<file path="src/rtl/opb_sw_reg_slave.sv">
// opb_sw_reg_slave: OPB slave with four RW control registers and four RO status registers.
module opb_sw_reg_slave #(
  parameter logic [31:0] C_BASEADDR = 32'h0100_0000,
  parameter logic [31:0] C_HIGHADDR = 32'h0100_FFFF
) (
  input  logic         OPB_Clk,
  input  logic         OPB_Rst_n,
  input  logic [0:31]  OPB_ABus,
  input  logic [0:3]   OPB_BE,
  input  logic [0:31]  OPB_DBus,
  input  logic         OPB_RNW,
  input  logic         OPB_select,
  input  logic         OPB_seqAddr,
  output logic [0:31]  Sl_DBus,
  output logic         Sl_xferAck,
  output logic         Sl_errAck,
  output logic         Sl_retry,
  output logic         Sl_toutSup,
  output logic [127:0] ctrl_regs,
  output logic [3:0]   ctrl_wr_stb,
  input  logic [127:0] status_in
);
  typedef enum logic [1:0] {IDLE, BUSY, GAP} state_t;
  state_t state_q, state_d;
  logic [31:0] addr, offset, data_q, dbus_q, dbus_d, rd_word, mask;
  logic [127:0] ctrl_q, ctrl_d;
  logic [3:0] be_q, stb_q, stb_d;
  logic [2:0] idx_q;
  logic hit, unm_q, rnw_q, ack_q, ack_d, err_q, err_d, wr, unused;
  assign addr = OPB_ABus;
  assign offset = addr - C_BASEADDR;
  assign hit = OPB_select && addr >= C_BASEADDR && addr <= C_HIGHADDR;
  assign unused = ^{OPB_seqAddr, offset[1:0]};
  assign rd_word = idx_q[2] ? status_in[{idx_q[1:0], 5'd0} +: 32] : ctrl_q[{idx_q[1:0], 5'd0} +: 32];
  assign mask = {{8{be_q[3]}}, {8{be_q[2]}}, {8{be_q[1]}}, {8{be_q[0]}}};
  // GAP is only reached through an ack, so the write commits on the edge ending the ack cycle
  assign wr = state_q == GAP && !rnw_q && !unm_q && !idx_q[2];
  assign stb_d = wr ? 4'b0001 << idx_q[1:0] : 4'd0;
  assign state_d = state_q == IDLE ? (hit ? BUSY : IDLE) : state_q == BUSY ? (OPB_select ? GAP : IDLE) : IDLE;
  assign ack_d = state_q == BUSY && OPB_select;
  assign err_d = ack_d && unm_q;
  assign dbus_d = ack_d && rnw_q && !unm_q ? rd_word : 32'd0;
  always_comb begin
    ctrl_d = ctrl_q;
    for (int n = 0; n < 4; n++)
      if (stb_d[n]) ctrl_d[32*n +: 32] = (ctrl_q[32*n +: 32] & ~mask) | (data_q & mask);
  end
  always_ff @(posedge OPB_Clk or negedge OPB_Rst_n)
    if (!OPB_Rst_n) begin
      state_q <= IDLE;
      ctrl_q <= '0;
      stb_q <= '0;
      ack_q <= 1'b0;
      err_q <= 1'b0;
      dbus_q <= '0;
      idx_q <= '0;
      unm_q <= 1'b0;
      rnw_q <= 1'b0;
      be_q <= '0;
      data_q <= '0;
    end else begin
      state_q <= state_d;
      ctrl_q <= ctrl_d;
      stb_q <= stb_d;
      ack_q <= ack_d;
      err_q <= err_d;
      dbus_q <= dbus_d;
      if (state_q == IDLE && hit) begin
        idx_q <= offset[4:2];
        unm_q <= |offset[31:5];
        rnw_q <= OPB_RNW;
        be_q <= OPB_BE;
        data_q <= OPB_DBus;
      end
    end
  assign Sl_DBus = dbus_q;
  assign Sl_xferAck = ack_q;
  assign Sl_errAck = err_q;
  assign Sl_retry = 1'b0;
  assign Sl_toutSup = 1'b0;
  assign ctrl_regs = ctrl_q;
  assign ctrl_wr_stb = stb_q;
endmodule

</file>
<file path="config.mk">
export PLATFORM = sky130hd
export DESIGN_NAME = opb_sw_reg_slave
export DESIGN_NICKNAME = d
export VERILOG_FILES = /design/src/rtl/opb_sw_reg_slave.sv
export SDC_FILE = /design/constraint.sdc
export NUM_CORES = 1
export LEC_CHECK = 0
export ABC_CLOCK_PERIOD_IN_PS = 1900
export BUFFER_PORTS_ARGS = -buffer_cell sky130_fd_sc_hd__buf_4
export CORE_MARGIN = 2
export CORE_UTILIZATION = 45
export CTS_BUF_LIST = sky130_fd_sc_hd__clkbuf_8 sky130_fd_sc_hd__clkbuf_16
export DETAILED_ROUTE_END_ITERATION = 8
export PLACE_DENSITY = 0.77
export SYNTH_ARGS = -nofsm -noshare
export SYNTH_HDL_FRONTEND = slang
export SYNTH_SLANG_ARGS = --single-unit
export TNS_END_PERCENT = 5
</file>
<file path="constraint.sdc">
create_clock -name OPB_Clk -period 1.9 [get_ports OPB_Clk]
set_clock_uncertainty 0.05 [all_clocks]
set_input_delay 0.285 -clock OPB_Clk [delete_from_list [all_inputs] [get_ports OPB_Clk]]
set_output_delay 0.285 -clock OPB_Clk [all_outputs]
set_load 0.01 [all_outputs]
</file>
; ---- Word-level counts from Yosys, hierarchy flattened
; Cells that the tools add are included.
; W data, S select, Z words.
[totals]
output_inout_bits = 168
regBits = 209
wordCells = 54
inputBits = 201
[classes]
bitwise_logic = 10
muxes = 7
n_lt_le_gt_ge = 2
eq_ne = 2
reduce_logical = 15
n_addsub = 1
n_shift = 3
[op_table]
columns = cell, n
row1 = $shiftx A128 B8 Y32, 2
row2 = $and A32 B32 Y32, 5
row3 = $or A32 B32 Y32, 4
row4 = $mux W32, 2
row5 = $ge A32 B25 Y1 const B, 1
row6 = $le A32 B25 Y1 const B, 1
row7 = $not A32 Y32, 1
row8 = $sub A32 B25 Y32 const B, 1
row9 = $reduce_or A27 Y1, 1
row10 = $logic_and A1 B1 Y1, 10
row11 = $mux W2, 3
row12 = $mux W4, 1
row13 = $shl A1 B2 Y4 const A, 1
row14 = $logic_not A1 Y1, 3
row15 = $eq A2 B1 Y1 const B, 1
row16 = $eq A2 B2 Y1 const B, 1
row17 = $logic_not A2 Y1, 1
row18 = $mux W1, 1

; ---- Depth between registers and ports, before layout
; Gate-level depths: netlist (run 1).
[logic_depth]
depth_word = 5
mapped_depth = 6
depth_no_buf = 4

; ---- Worst setup path before layout (run 1)
; Ideal clock, no wire load.
[synth_timing]
path_type = register to register
start = register state_q[0]
end = register (tool-made name)
setup_time_ns = 0.125
slack_ns = 0.012
t_required_ns = 1.725
path_stages_with_launch = 6
arrival_time_ns = 1.713
synth_period_minus_slack_ns = 1.888
path_buffers = 1
path_cell_list = dfrtp_1 -> nand2b_4 -> nor4_4 -> and3_1 -> buf_2 -> mux2_2
[synth_rtl]
columns = item, line
row1 = start: declaration, 24  ; state_t state_q, state_d;
row2 = start signal: assignment, 62  ; state_q <= state_d;

==> flow_summary.yaml, run 1 <==
synth:
  yosysMostFrequentCell: "dfrtp_1"
  ys_warn_count: 0
  yosys_register_bits: 209
  synth_flop_cell: "dfrtp_1"
  ys_top_cells_by_count: "209 x dfrtp_1, 167 x mux2_2, 32 x mux2i_1, 32 x nor2b_1"
  ys_top_cells_by_area: "dfrtp_1 54%, mux2_2 20%, mux2i_1 3.3%, a2111oi_0 2.7%, o221ai_1 2.7%"
  synthArstFlopShare: 1.000
  synth.distinct_cells: 37
  synth-seq-area-share: 0.5441
  synth_top_area_share: 0.5441
  synthCells: 696
  synth_top_area_cell: "dfrtp_1"
  syn_area_mm2: 0.009612
  syn_avg_cell_area_um2: 13.81
  synth-edff-count: 0
clock_tree:
  cts_tree: "done"
  path_clk_slew_ns: 0.06
  cts_buffers: 22
  cts_buffer_depth: 3
  post_cts_buffers: 0
  clock_latency_ns: 0.49
  cts_sinks: 209
  cts_root_buf: "clkbuf_16"
  htree_levels: 1
pwr:
  p_comb_frac: 0.054
  p_leak_nw: 6.942
  ir_worst_vdd_mv: 0.6479
  switchingPower_mw: 1.904
  power_frac_clock: 0.480
  power.share.switching: 0.1995
  seqPwrFrac: 0.466
  powerDensity_mw_per_mm2: 669.3
  p_int_mw: 7.638
sta:
  clock.fmax_ghz: 0.5369
  whs_ns: 0.03289
  rsz0062_at_grt: "true"
  tightest_slew_ns: 0.4801
  hold_viol: 0
  min_period_ns: 1.863
  finalMaxSlewViolations: 0
  slew_headroom: 0.6717
  final-setup-viol-count: 0
  post-route-period-util: 0.9804
  tns_ns: 0
setup_path:
  crit_family: "simple AND/OR/NAND/NOR gates"
  arrival_ns: 2.18
  slowest_delay_ns: 0.50
  cp_slowest_cell: "dfrtp_4"
  criticalPathCategory: "register to register"
  r2r_cells: 5
  critical_path.max_fanout: 8
  worstPathRequired_ns: 2.22
  path_buf_inv: 2
  cp-start-kind: "register"
  crit_path_cell_trace: "nor4_4 -> buf_12 -> buf_12 -> nand3_4 -> mux2_2"
  rrSetupSlack_ns: 0.04
  worst_path_most_repeated_cell: "buf_12"
  crit_path_end_kind: "register"
  reg2reg_from: "idx_q[2]$_DFFE_PN0P_"
detailed_routing:
  drc_errors: 0
  vias_per_cell: 5.566
  ant_nets: 0
  drt_wl_total_um: 29080
  vias: 7804
  drt-initial-drc-count: 375
  drt-wirelength-per-cell_um: 20.74
  first_pass_iters: 4
final_layout:
  syn2layout_area_growth_pct: 48.32
  n_antenna_cell: 0
  layout-drive-gt1-share: 0.5679
  n_fill_cell: 1563
  fin_nets: 1312
die:
  rows: 53
  core_mm2: 0.02102
  die_w_um: 150.2
  dieArea_mm2: 0.02255
  io_pins: 369
  start_util: 0.4572
  die_y_um: 150.2
place:
  dp_hpwl_um: 20870
  finalWeightedCongestion: 0.8337
  port_buffers: 363
flow_run:
  drv_cap: 0
run_status:
  outcome: "complete, no violations"
global_route:
  grt_use_total: 0.2491
  antenna_found_initial: 0
  grt_pass1_wl_um: 43680
  grt_pass1_vias: 7864
  grt_max_degree: 52
  grt-ovfl-total: 0
worst_hold_path:
  hold_path_class: "input port to register"
  min_path_cells: 2
  min_to: "state_q[1]$_DFF_PN0_"
  min_from: "OPB_select"
placed cells by master (no fill, tap or decap), types with 23 or more instances in the layout:
cell	count
a211oi_1	30
buf_4	383
clkbuf_16	23
dfrtp_1	206
dlygate4sd3_1	41
mux2_2	167
mux2i_1	32
nor2b_1	31
o21a_1	30
o221ai_1	30
o22ai_1	30
through the flow:
stage / worst slack, ns / cell area [µm²] / cells / total power, mW / util
after CTS: 0.0001570 / 14210 / 1402 / 9.623 / 0.6761
after global routing: -0.02327 / 14260 / 1402 / 9.847 / 0.6782
after detailed placement: -0.2352 / 12970 / 1321 / 4.977 / 0.6171
after floorplan: 0.01209 / 9615 / 697 / 4.549 / -
after global placement: -0.2213 / 12970 / 1321 / 4.974 / 0.6171
final: 0.03733 / 14260 / 1402 / 9.542 / 0.6782
power groups by stage:
stage                     logic [mW]  registers (mW)  clock network (mW)
after CTS                      0.518            4.45                4.65
final                          0.512            4.45                4.58
after floorplan               0.0147            4.53                   0
after detailed placement       0.444            4.53                   0
after global routing           0.555            4.45                4.84
after global placement         0.441            4.53                   0
routing by layer:
| layer | vias up | wire length, µm | track usage |
|---|---|---|---|
| li1 | 3518 | - | - |
| met1 | 3941 | 11890 | 0.3196 |
| met2 | 313 | 14910 | 0.4434 |
| met3 | 32 | 1870 | 0.04091 |
| met4 | 0 | 405 | 0.05708 |
| met5 | - | 0 | 0 |
repair_timing:
item	4_1_cts	5_1_grt
resized for setup	8	17
setup endpoints to repair	31	79
hold endpoints to repair	141	0
hold buffers	41	0
worst max path at each step:
stage	cells past startpoint	slack, ns	endpoint	start
5_1_grt	5	-0.02	register	idx_q[2]$_DFFE_PN0P_
4_1_cts	5	0.0002	register	idx_q[2]$_DFFE_PN0P_
3_5_place_dp	6	-0.24	data_q[5]$_DFFE_PN0P_	OPB_ABus[5]
6_report	5	0.04	register	idx_q[2]$_DFFE_PN0P_
3_3_place_gp	6	-0.22	data_q[12]$_DFFE_PN0P_	OPB_ABus[5]
2_1_floorplan	5	0.01	register	state_q[0]$_DFF_PN0_
cell families after synthesis:
| family | share of synthesized area |
|---|---|
| flops | 0.5441 |
| mux | 0.2407 |
| compound gates | 0.1211 |
| simple gates | 0.06587 |
| buf+inv | 0.02786 |
| other cells | 0.0003901 |
area by class of cell:
type,count,area (µm²),area share
timing repair buffer,445,3690,0.2588
clock buffer,26,616.8,0.04327
multi-input combinational,433,4199,0.2945
sequential,209,5236,0.3673
clock inverter,14,170.2,0.01194
tap,275,344.1,0.02414
Power figures use the tool's default switching activity.
==> run 2, diff against run 1 <==
--- a/config.mk
+++ b/config.mk
@@ -11,7 +11,8 @@
 export CORE_UTILIZATION = 45
 export CTS_BUF_LIST = sky130_fd_sc_hd__clkbuf_8 sky130_fd_sc_hd__clkbuf_16
 export DETAILED_ROUTE_END_ITERATION = 8
-export PLACE_DENSITY = 0.77
+export GPL_ROUTABILITY_DRIVEN = 0
+export PLACE_DENSITY = 0.81
 export SYNTH_ARGS = -nofsm -noshare
 export SYNTH_HDL_FRONTEND = slang
 export SYNTH_SLANG_ARGS = --single-unit
==> run 2 against run 1 <==
  * The flow now finishes with violations (setup timing)
  * Die area stayed put
  * Final cell count increased by 0.50%
  * First-iteration DRC count is 12% lower
  * Core utilization increased by 0.15 points
  * Flip-flop and latch count did not move
  * Clock power is 3% lower
  * Global-route usage is 1.1 points higher
  * Worst setup slack got worse by 0.094 ns
==> flow_summary.yaml, run 2 (synthesized netlist as in run 1, its figures left out) <==
pwr:
  p_int_mw: 7.532
  seqPwrFrac: 0.473
  p_comb_frac: 0.055
  power_frac_clock: 0.473
  ir_worst_vdd_mv: 0.4347
  switchingPower_mw: 1.889
  p_leak_nw: 6.980
  power.share.switching: 0.2006
  p_total_mw: 9.421
  powerDensity_mw_per_mm2: 659.4
global_route:
  grt_max_degree: 75
  antenna_found_initial: 0
  grt_pass1_vias: 8224
  grt-ovfl-total: 0
  grt_use_total: 0.2598
  grt_pass1_wl_um: 45330
sta:
  final-setup-viol-count: 8
  min_period_ns: 1.957
  hold_viol: 0
  setup_ws_ns: -0.05665
  tightest_slew_ns: 0.5232
  rsz0062_at_grt: "true"
  clock.fmax_ghz: 0.5111
  post-route-period-util: 1.030
  slew_headroom: 0.6512
  finalMaxSlewViolations: 0
setup_path:
  critical_path.max_fanout: 8
  worstSetupStartpoint: "state_q[0]$_DFF_PN0_"
  rrSetupSlack_ns: -0.06
  crit_path_end_kind: "register"
  arrival_ns: 2.28
  r2r_cells: 6
  cp-start-kind: "register"
  criticalPathCategory: "register to register"
  worstPathRequired_ns: 2.22
  reg2reg_from: "state_q[0]$_DFF_PN0_"
final_layout:
  fin_area_mm2: 0.01429
  fin_nets: 1319
  layout-drive-gt1-share: 0.5679
  multi_input_area_mm2: 0.004234
  n_fill_cell: 1519
  n_antenna_cell: 0
  syn2layout_area_growth_pct: 48.65
  final_common_cell: "buf_4"
  layout_common_cells: "392 x buf_4, 207 x dfrtp_1, 158 x mux2_2, 41 x dlygate4sd3_1, 32 x mux2i_1"
  layout.cells.non_filler: 1409
  register_area_mm2: 0.005235
worst_hold_path:
  hold_path_class: "input port to register"
detailed_routing:
  drt-initial-drc-count: 330
  drt_wl_total_um: 30390
  ant_nets: 0
  drt-wirelength-per-cell_um: 21.57
  vias: 7882
  vias_per_cell: 5.594
  first_pass_iters: 4
  drc_errors: 0
place:
  port_buffers: 363
  dp_hpwl_um: 21600
  dpl-instance-area_mm2: 0.01299
  dpl.cell_count: 1326
clock_tree:
  clock_latency_ns: 0.49
  cts_root_buf: "clkbuf_16"
  path_clk_slew_ns: 0.06
  htree_levels: 1
  cts_tree: "done"
  cts_buffer_depth: 3
  cts_sinks: 209
  cts_buffers: 22
die:
  rows: 53
  die_w_um: 150.2
  dieArea_mm2: 0.02255
  start_util: 0.4572
  io_pins: 369
  die_y_um: 150.2
  core_mm2: 0.02102
run_status:
  violations: "setup timing"
  outcome: "finished, violations left"
flow_run:
  drv_cap: 0
## run 2: cell types whose count changed in the layout (fill, tap and decap cells not counted), moves of 2 or more
cell,previous run,this run
inv_1,5,7
mux2_2,167,158
buf_4,383,392
mux2_4,0,9
## run 2: final cells by class
cell class,instances,area share
clock buffer,27,0.04414
timing repair buffer,452,0.2597
clock inverter,13,0.009370
multi-input combinational,433,0.2963
tap,275,0.02408
sequential,209,0.3664
## run 2: worst min path at each step
stage | start | endpoint | slack, ns | cells past startpoint
finish | OPB_select | state_q[1]$_DFF_PN0_ | 0.05 | 2
global route | OPB_select | state_q[1]$_DFF_PN0_ | 0.03 | 2
CTS | OPB_select | state_q[1]$_DFF_PN0_ | 0.03 | 2
detailed placement | OPB_Rst_n | Sl_DBus[1]$_DFF_PN0_ | 0.26 | 1
global placement | OPB_Rst_n | Sl_DBus[1]$_DFF_PN0_ | 0.26 | 1
floorplan | OPB_Rst_n | Sl_DBus[0]$_DFF_PN0_ | -0.06 | 0
## run 2: layer usage
| layer | routed length, µm | GRT usage |
|---|---|---|
| met1 | 12130 | 0.3243 |
| met4 | 873 | 0.08208 |
| met3 | 1948 | 0.04333 |
| met2 | 15440 | 0.4614 |
| met5 | 0 | 0 |
## run 2: metrics by stage
stage	setup TNS (ns)	worst slack (ns)	hold slack (ns)	utilization
2_1_floorplan	0	0.01209	-0.06059	-
3_3_place_gp	-12.97	-0.2534	0.2645	0.6177
3_5_place_dp	-14.61	-0.2862	0.2624	0.6177
4_1_cts	-0.4040	-0.02746	0.02918	0.6758
5_1_grt	-4.462	-0.1184	0.02865	0.6797
6_report	-0.1119	-0.05665	0.05191	0.6797
## run 2: power by group through the flow
| stage | sequential [mW] | clock, mW | combinational [mW] |
|---|---|---|---|
| after floorplan | 4.53 | 0 | 0.0147 |
| after global placement | 4.53 | 0 | 0.439 |
| after detailed placement | 4.53 | 0 | 0.446 |
| after CTS | 4.45 | 4.51 | 0.522 |
| after global routing | 4.45 | 4.72 | 0.560 |
| final | 4.45 | 4.45 | 0.516 |
## run 2: what timing repair did
action | in CTS | in global routing
endpoints found under the setup margin | 94 | 121
pin swaps | 0 | 1
hold buffers | 41 | 0
setup buffers | 0 | 2
hold endpoints to repair | 91 | 0
resized for setup | 9 | 24
## run 2: worst max-delay path: stages, from the launching register on
cell,delay [ns]
dfrtp_1,0.38
nand2b_4,0.15
nor4_4,0.32
buf_6,0.19
buf_12,0.16
nand3_4,0.20
mux2_4,0.38
==> run 3, diff against run 2 <==
--- a/config.mk
+++ b/config.mk
@@ -5,12 +5,12 @@
 export SDC_FILE = /design/constraint.sdc
 export NUM_CORES = 1
 export LEC_CHECK = 0
-export ABC_CLOCK_PERIOD_IN_PS = 1900
+export ABC_CLOCK_PERIOD_IN_PS = 2380
 export BUFFER_PORTS_ARGS = -buffer_cell sky130_fd_sc_hd__buf_4
-export CORE_MARGIN = 2
-export CORE_UTILIZATION = 45
+export CORE_AREA = 2 2 142 144
 export CTS_BUF_LIST = sky130_fd_sc_hd__clkbuf_8 sky130_fd_sc_hd__clkbuf_16
 export DETAILED_ROUTE_END_ITERATION = 8
+export DIE_AREA = 0 0 144 146
 export GPL_ROUTABILITY_DRIVEN = 0
 export PLACE_DENSITY = 0.81
 export SYNTH_ARGS = -nofsm -noshare
==> constraint.sdc (replaced) <==
create_clock -name OPB_Clk -period 2.38 [get_ports OPB_Clk]
set_clock_uncertainty 0.05 [all_clocks]
set_input_delay 0.357 -clock OPB_Clk [delete_from_list [all_inputs] [get_ports OPB_Clk]]
set_output_delay 0.357 -clock OPB_Clk [all_outputs]
set_load 0.01 [all_outputs]
==> run 3 against run 2 <==
  * The flow now finishes without violations
  * Worst setup slack better by 0.32 ns
  * Sequential power is 20% lower
  * Critical path depth down 3
  * Power shrank 22%
  * Combinational power is 33% lower
  * Critical path type unchanged
  * Via count fell by 3.9%
  * Largest cell class unchanged
  * Register-to-register slack better by 0.32 ns
  * Wire length is 4.5% lower
  * Flip-flop and latch count is the same
==> flow_summary.yaml, run 3 (synthesized netlist as in run 1, its figures left out) <==
run_status:
  outcome: "complete, no violations"
clock_tree:
  cts_sinks: 209
  cts.repair.resized: 0
  cts_root_buf: "clkbuf_16"
  cts_buffers: 23
  cts_buffer_depth: 3
  path_clk_slew_ns: 0.06
  cts_tree: "done"
  clock_latency_ns: 0.49
  htree_levels: 1
setup_path:
  criticalPathCategory: "register to register"
  critical_path.max_fanout: 8
  crit_path_end_kind: "register"
  cp-start-kind: "register"
  crit_family: "simple AND/OR/NAND/NOR gates"
  worstSetupStartpoint: "idx_q[1]$_DFFE_PN0P_"
  reg2reg_from: "idx_q[1]$_DFFE_PN0P_"
  slowest_delay_ns: 0.71
  path_buf_inv: 0
  crit_path_cell_trace: "nor2b_1 -> nand3_2 -> mux2_2"
  cp_slowest_cell: "nor2b_1"
  worstPathRequired_ns: 2.70
  arrival_ns: 2.44
sta:
  clock.fmax_ghz: 0.4719
  tns_ns: 0
  finalMaxSlewViolations: 0
  post-route-period-util: 0.8903
  tightest_slew_ns: 0.8233
  hold_viol: 0
  final-setup-viol-count: 0
  min_period_ns: 2.119
  rsz0062_at_grt: "false"
  slew_headroom: 0.4500
pwr:
  power.share.switching: 0.2063
  powerDensity_mw_per_mm2: 545.2
  seqPwrFrac: 0.483
  p_total_mw: 7.364
  switchingPower_mw: 1.519
  power_frac_clock: 0.470
  ir_worst_vdd_mv: 0.4564
  p_comb_frac: 0.047
  p_leak_nw: 6.657
  p_int_mw: 5.845
final_layout:
  n_antenna_cell: 0
  fin_area_mm2: 0.01351
  final_common_cell: "buf_4"
  layout_common_cells: "376 x buf_4, 208 x dfrtp_1, 167 x mux2_2, 32 x mux2i_1, 31 x nor2b_1"
  n_fill_cell: 1420
  syn2layout_area_growth_pct: 40.52
  layout.cells.non_filler: 1337
  fin_nets: 1257
  layout-drive-gt1-share: 0.5774
die:
  die_w_um: 144
  io_pins: 369
  core_mm2: 0.01933
  dieArea_mm2: 0.02102
  die_y_um: 146
  start_util: 0.4971
  rows: 51
detailed_routing:
  vias: 7573
  drt-wirelength-per-cell_um: 21.71
  ant_nets: 0
  drt-initial-drc-count: 265
  first_pass_iters: 4
  drt_wl_total_um: 29020
  vias_per_cell: 5.664
  drc_errors: 0
place:
  dp_hpwl_um: 20790
  port_buffers: 363
  dpl-instance-area_mm2: 0.01275
  dpl.cell_count: 1295
global_route:
  grt_pass1_vias: 7947
  grt_use_total: 0.2719
  grt_pass1_wl_um: 44290
  grt-ovfl-total: 0
  grt_max_degree: 91
  antenna_found_initial: 0
worst_hold_path:
  hold_path_class: "input port to register"
  min_from: "OPB_DBus[5]"
flow_run:
  drv_cap: 0
run 3: cell count changes in the layout (fill, tap and decap cells not counted), sizes merged:
cell and change:
buf -23, clkinvlp -1, inv -3, clkinv +7
clkbuf -1, bufinv -1, dlygate4sd3 -40
run 3: metal layers:
layer  share of wire  vias up  track usage
li1                -     3399            -
met1            0.39     3787       0.3434
met2            0.52      339       0.4779
met3           0.070       48      0.04969
met4           0.020        0      0.07402
met5               0        -            0
run 3: what timing repair did:
| item | 4_1_cts | 5_1_grt |
|---|---|---|
| hold endpoints to repair | 40 | 0 |
| setup endpoints to repair | 0 | 0 |
| buffers inserted | 0 | 0 |
| hold buffers | 1 | 0 |
run 3: power groups by stage:
stage,Clock (mW),Combinational (mW),Sequential [mW]
global route,3.66,0.379,3.55
detailed placement,0,0.349,3.62
floorplan,0,0.0117,3.62
finish,3.46,0.347,3.55
global placement,0,0.344,3.62
CTS,3.53,0.352,3.55
run 3: per-stage QoR:
step	worst slack (ns)	util	hold WS (ns)
6_report	0.2610	0.6986	0.03247
4_1_cts	0.2576	0.6986	0.01380
2_1_floorplan	0.4531	-	0.01141
5_1_grt	0.1522	0.6986	0.02442
3_5_place_dp	0.1181	0.6595	0.2842
3_3_place_gp	0.1191	0.6595	0.2803
run 3: area by class of cell:
type	count	area, µm²	area share
clock buffer	26	616.8	0.04567
timing repair buffer	389	3067	0.2270
multi-input combinational	433	4130	0.3058
clock inverter	15	127.6	0.009449
sequential	209	5234	0.3875
tap	265	331.6	0.02455
run 3: worst paths after layout:
| path | endpoint | slack (ns) | depth (start not counted) |
|---|---|---|---|
| setup reg to reg | register | 0.26 | 3 |
| setup / recovery | register | 0.26 | 3 |
| hold / removal | data_q[26]$_DFFE_PN0P_ | 0.03 | 2 |
| hold reg to reg | register | 0.47 | 1 |
| min in group asynchronous | Sl_DBus[8]$_DFF_PN0_ | 0.32 | 2 |
| max in group asynchronous | async pin | 1.32 | 3 |
run 3: worst register-to-register path: stages (launching register included):
cell and delay (ns):
dfrtp_1 0.48, nor2b_1 0.71, nand3_2 0.39, mux2_2 0.38
